### src/rtl/mem_port_arbiter.sv
// mem_port_arbiter: round-robin multi-client read/write arbiter onto a single memory channel,
// with a word-granular guard that keeps reads from overtaking in-flight writes.
module mem_port_arbiter #(
  parameter int RPORT  = 2,
  parameter int WPORT  = 1,
  parameter int ADDR_W = 32,
  parameter int DATA_W = 32,
  parameter int LEN_W  = 2
) (
  input  logic                      clk,
  input  logic                      rst,
  input  logic [RPORT-1:0]          c_re,
  input  logic [RPORT*ADDR_W-1:0]   c_raddr,
  input  logic [RPORT*LEN_W-1:0]    c_rlen,
  output logic [RPORT*DATA_W-1:0]   c_rdata,
  output logic [RPORT-1:0]          c_rack,
  input  logic [WPORT-1:0]          c_we,
  input  logic [WPORT*ADDR_W-1:0]   c_waddr,
  input  logic [WPORT*LEN_W-1:0]    c_wlen,
  input  logic [WPORT*DATA_W-1:0]   c_wdata,
  output logic [WPORT-1:0]          c_wack,
  output logic                      m_re,
  output logic [ADDR_W-1:0]         m_raddr,
  output logic [LEN_W-1:0]          m_rlen,
  input  logic [DATA_W-1:0]         m_rdata,
  input  logic                      m_rack,
  output logic                      m_we,
  output logic [ADDR_W-1:0]         m_waddr,
  output logic [LEN_W-1:0]          m_wlen,
  output logic [DATA_W-1:0]         m_wdata,
  input  logic                      m_wack
);
  localparam int RW = RPORT > 1 ? $clog2(RPORT) : 1;
  localparam int WW = WPORT > 1 ? $clog2(WPORT) : 1;
  typedef enum logic [1:0] {R_IDLE, R_REQ, R_RESP} r_state_t;
  typedef enum logic [1:0] {W_IDLE, W_REQ, W_RESP} w_state_t;
  r_state_t r_rstate, w_rnext;
  w_state_t r_wstate, w_wnext;
  logic [RW-1:0] r_rptr, r_rg, w_rcand;
  logic [WW-1:0] r_wptr, r_wg, w_wcand;
  logic w_rfound, w_wfound, w_rgrant, w_wgrant, w_conflict;
  logic [ADDR_W-1:0] w_rcaddr, w_wcaddr, r_raddr, r_waddr;
  logic [LEN_W-1:0] r_rlen, r_wlen;
  logic [DATA_W-1:0] r_wdata;
  logic [RPORT*DATA_W-1:0] r_rdata;
  // Search starts one past the last granted client so every requester gets a turn.
  always_comb begin
    w_rfound = 1'b0;
    w_rcand = '0;
    for (int k = 1; k <= RPORT; k++)
      if (!w_rfound && c_re[RW'((int'(r_rptr) + k) % RPORT)]) begin
        w_rfound = 1'b1;
        w_rcand = RW'((int'(r_rptr) + k) % RPORT);
      end
    w_wfound = 1'b0;
    w_wcand = '0;
    for (int k = 1; k <= WPORT; k++)
      if (!w_wfound && c_we[WW'((int'(r_wptr) + k) % WPORT)]) begin
        w_wfound = 1'b1;
        w_wcand = WW'((int'(r_wptr) + k) % WPORT);
      end
    w_rcaddr = c_raddr[int'(w_rcand)*ADDR_W +: ADDR_W];
    w_wcaddr = c_waddr[int'(w_wcand)*ADDR_W +: ADDR_W];
    w_wgrant = r_wstate == W_IDLE && w_wfound;
    w_conflict = (r_wstate != W_IDLE && w_rcaddr[ADDR_W-1:2] == r_waddr[ADDR_W-1:2]) ||
                 (w_wgrant && w_rcaddr[ADDR_W-1:2] == w_wcaddr[ADDR_W-1:2]);
    w_rgrant = r_rstate == R_IDLE && w_rfound && !w_conflict;
  end
  always_comb begin
    w_rnext = r_rstate == R_IDLE ? (w_rgrant ? R_REQ : R_IDLE) :
              r_rstate == R_REQ  ? (m_rack ? R_RESP : R_REQ) : R_IDLE;
    w_wnext = r_wstate == W_IDLE ? (w_wgrant ? W_REQ : W_IDLE) :
              r_wstate == W_REQ  ? (m_wack ? W_RESP : W_REQ) : W_IDLE;
    m_re = r_rstate == R_REQ;
    m_we = r_wstate == W_REQ;
    c_rack = r_rstate == R_RESP ? RPORT'(1) << r_rg : '0;
    c_wack = r_wstate == W_RESP ? WPORT'(1) << r_wg : '0;
  end
  always_ff @(posedge clk or posedge rst) begin
    if (rst) begin
      r_rstate <= R_IDLE;
      r_wstate <= W_IDLE;
    end else begin
      r_rstate <= w_rnext;
      r_wstate <= w_wnext;
    end
  end
  always_ff @(posedge clk or posedge rst) begin
    if (rst) begin
      r_rptr  <= '0;
      r_rg    <= '0;
      r_raddr <= '0;
      r_rlen  <= '0;
      r_rdata <= '0;
      r_wptr  <= '0;
      r_wg    <= '0;
      r_waddr <= '0;
      r_wlen  <= '0;
      r_wdata <= '0;
    end else begin
      if (w_rgrant) begin
        r_rptr  <= w_rcand;
        r_rg    <= w_rcand;
        r_raddr <= w_rcaddr;
        r_rlen  <= c_rlen[int'(w_rcand)*LEN_W +: LEN_W];
      end
      if (r_rstate == R_REQ && m_rack)
        r_rdata[int'(r_rg)*DATA_W +: DATA_W] <= m_rdata;
      if (w_wgrant) begin
        r_wptr  <= w_wcand;
        r_wg    <= w_wcand;
        r_waddr <= w_wcaddr;
        r_wlen  <= c_wlen[int'(w_wcand)*LEN_W +: LEN_W];
        r_wdata <= c_wdata[int'(w_wcand)*DATA_W +: DATA_W];
      end
    end
  end
  assign c_rdata = r_rdata;
  assign m_raddr = r_raddr;
  assign m_rlen  = r_rlen;
  assign m_waddr = r_waddr;
  assign m_wlen  = r_wlen;
  assign m_wdata = r_wdata;
endmodule

### config.mk
export PLATFORM = sky130hd
export DESIGN_NAME = mem_port_arbiter
export DESIGN_NICKNAME = d
export VERILOG_FILES = /design/src/rtl/mem_port_arbiter.sv
export SDC_FILE = /design/constraint.sdc
export NUM_CORES = 1
export LEC_CHECK = 0
export CORE_ASPECT_RATIO = 1.1
export CORE_UTILIZATION = 39
export DETAILED_ROUTE_END_ITERATION = 16
export PLACE_DENSITY = 0.84
export SLEW_MARGIN = 20
export SYNTH_ARGS = -nofsm -noshare
export SYNTH_HDL_FRONTEND = slang
export SYNTH_SLANG_ARGS = --single-unit
### constraint.sdc
create_clock -name clk -period 5.8 [get_ports clk]
set_input_delay 1.16 -clock clk [delete_from_list [all_inputs] [get_ports clk]]
set_output_delay 1.16 -clock clk [all_outputs]
set_load 0.005 [all_outputs]
==> results.json <==
{
  "status": "complete, no violations",
  "hp-class": "register to register",
  "ctsHoldBuffers": 0,
  "fmax_ghz": 0.2140,
  "antenna_found_initial": 2,
  "cts_tree": "done",
  "synthesis.area_um2": 8087,
  "port-buffer-count": 340,
  "via_count": 7262,
  "final.fill_count": 1620,
  "syn_to_final_growth_pct": 52.82,
  "swShare": 0.3357,
  "die_y_um": 153.0,
  "clock_latency_ns": 0.43,
  "die_w_um": 139.3,
  "remaining_drc_errors": 0,
  "power_frac_comb": 0.442,
  "cts_buffers": 17,
  "switchingPower_w": 0.001962,
  "synth.largest_area_cell": "dfrtp_1",
  "clock_skew_ns": 0.01760,
  "required_ns": 6.08,
  "gp_congestion": 0.9336,
  "async_reset_ff_frac": 1.000,
  "p_int_w": 0.003881,
  "p_per_area_nw_per_um2": 472.8,
  "start_kind": "primary input",
  "grt.overflow.total": 0,
  "ctsResizeCount": 0,
  "path_max_fanout": 27,
  "period_share": 0.8057,
  "final_antenna_net_count": 0,
  "slew_headroom": 0.4115,
  "yosysTopAreaCellShare": 0.5230,
  "crit_chain": "clkdlybuf4s50_1 > nor2b_4 > buf_4 > mux2i_1 > o221ai_1 > a221o_1 > a2111oi_0 > nand4_1 > o221a_2 > buf_4 > mux2i_1",
  "end_kind": "register",
  "vias_per_cell": 5.206,
  "yosys_register_bits": 169,
  "synth_edf_count": 0,
  "rsz0062_at_grt": "false",
  "drt_wl_total_mm": 27.83,
  "yosys_warnings": 0,
  "grt_max_degree": 83,
  "clockBufferDepth": 2,
  "fin_util": 0.6159,
  "path_clk_slew_ns": 0.08,
  "cts_setup_buffers": 0,
  "final_nets": 1302,
  "drtPass1Iterations": 5,
  "yosysSeqAreaShare": 0.5230,
  "pin_count": 342,
  "dp_hpwl_mm": 21.56,
  "tightest_slew_ns": 0.8827,
  "syn-mean-instance-area_um2": 10.20,
  "wl_per_cell_um": 19.95,
  "clkPwrFrac": 0.198,
  "slowest_stage": "o221a_2",
  "cp.arrival_ns": 4.96,
  "rows": 54,
  "setup_viol": 0,
  "core_um2": 20070,
  "start_util": 0.4030,
  "leakage_nw": 5.494,
  "fin_hold_ws_ns": 0.4771,
  "synthTopCellsByCount": "209 x nand2_1, 169 x dfrtp_1, 70 x mux2_2",
  "synth_area_leaders": "dfrtp_1 52%, mux2_2 9.7%, nand2_1 9.7%",
  "grt_pass1_wl_mm": 43.11,
  "power_frac_seq": 0.360,
  "ys.flop_type": "dfrtp_1",
  "synth.most_common_cell": "nand2_1",
  "die_area_um2": 21320,
  "critical_path.max_stage_delay_ns": 0.60,
  "grt_pass1_vias": 7597,
  "htreeDepth": 4,
  "critical_path_class": "primary input to register",
  "hold_viol_final": 0,
  "max-vdd-ir-drop_mv": 0.2424,
  "clock_sinks": 169,
  "track_usage": 0.2680,
  "synthesis.nets": 966,
  "slew_violations": 0,
  "drive_gt1_frac": 0.1173,
  "drt_iter0_drc": 534,
  "synth_cells": 793,
  "min_period_ns": 4.673,
  "fin_setup_tns_ns": 0,
  "timing.max_cap.violations": 0,
  "ys_types": 52,
  "cts.root.buffer_cell": "clkbuf_16"
}
## logic make-up after synthesis
group | share of synthesized area
buf+inv | 0.05230
xor+xnor | 0.03574
simple gates | 0.1394
mux | 0.1557
compound gates | 0.09392
flops | 0.5230
## power by group through the flow
stage	sequential, W	clock, W	combinational [W]
detailed placement	0.00212	0	0.00258
floorplan	0.00210	0	0.000984
finish	0.00211	0.00116	0.00258
CTS	0.00210	0.00118	0.00260
global placement	0.00209	0	0.00255
global route	0.00218	0.00123	0.00278
## critical path: cells and delay by family
| kind | cells | cell delay (ns) |
|---|---|---|
| muxes | 2 | 0.51 |
| AOI/OAI and AO/OA | 4 | 1.44 |
| buffers and inverters | 3 | 1.27 |
| and+or+nand+nor | 2 | 0.57 |
## area by class of cell
class	instances	area (um2)	area share
inverters	68	260.3	0.02106
flip-flops and latches	169	4229	0.3422
clock inverters	15	191.4	0.01549
diodes	1	2.502	0.0002025
multi-input cells	521	3441	0.2784
clock buffers	17	425.4	0.03442
repair buffers	352	3493	0.2827
well taps	252	315.3	0.02551
## path summary, 6_finish.rpt
kind | start | endpoint | slack [ns] | depth (start not counted)
setup / recovery | c_re[0] | m_raddr[27] | 1.13 | 11
hold / removal | m_wdata[18] | m_wdata[18] | 0.48 | 2
setup reg to reg | r_rg | m_raddr[27] | 1.92 | 10
hold reg to reg | m_wdata[18] | m_wdata[18] | 0.48 | 2
max in group asynchronous | rst | m_waddr[8] | 3.42 | 3
min in group asynchronous | rst | c_rdata[59] | 1.23 | 2
## layout by cell type, fill, tap and decap left out, drive strengths merged, types with 5 or more instances in the layout
cell / n
nor2b: 5
clkdlybuf4s50: 340
a2111oi: 5
o2bb2ai: 6
nand2b: 6
nor2: 15
o21ai: 28
xnor2: 21
a221oi: 11
o22ai: 16
mux2i: 35
mux2: 78
a21oi: 14
o221ai: 7
dfrtp: 169
inv: 76
xor2: 12
clkbuf: 17
clkinv: 7
nand2: 209
buf: 12
and2: 6
nand4: 5
## flip-flops by register name, indices dropped and copies added, names as in the netlist
signal and cells:
m_raddr 32, m_wdata 32, r_wstate 2, r_rstate 2, c_rdata 64, m_wlen 2
m_waddr 32, m_rlen 2, r_rg 1
## metrics by stage
| stage | std cells | area [um2] | worst slack, ns | total power (W) |
|---|---|---|---|---|
| finish | 1395 | 12360 | 1.127 | 0.005842 |
| global placement | 1362 | 11740 | 0.7668 | 0.004635 |
| global route | 1394 | 12360 | 1.007 | 0.006188 |
| floorplan | 793 | 8087 | 0.06491 | 0.003085 |
| detailed placement | 1362 | 11740 | 0.6891 | 0.004702 |
| CTS | 1394 | 12360 | 1.120 | 0.005883 |
## per-layer routing
| metal | part of all wire | global-route usage |
|---|---|---|
| met2 | 0.49 | 0.4542 |
| met4 | 0.036 | 0.1143 |
| met3 | 0.094 | 0.09211 |
| met1 | 0.38 | 0.3069 |
| met5 | 0.00047 | 0 |
No activity file was read; power rests on OpenSTA's default activity.
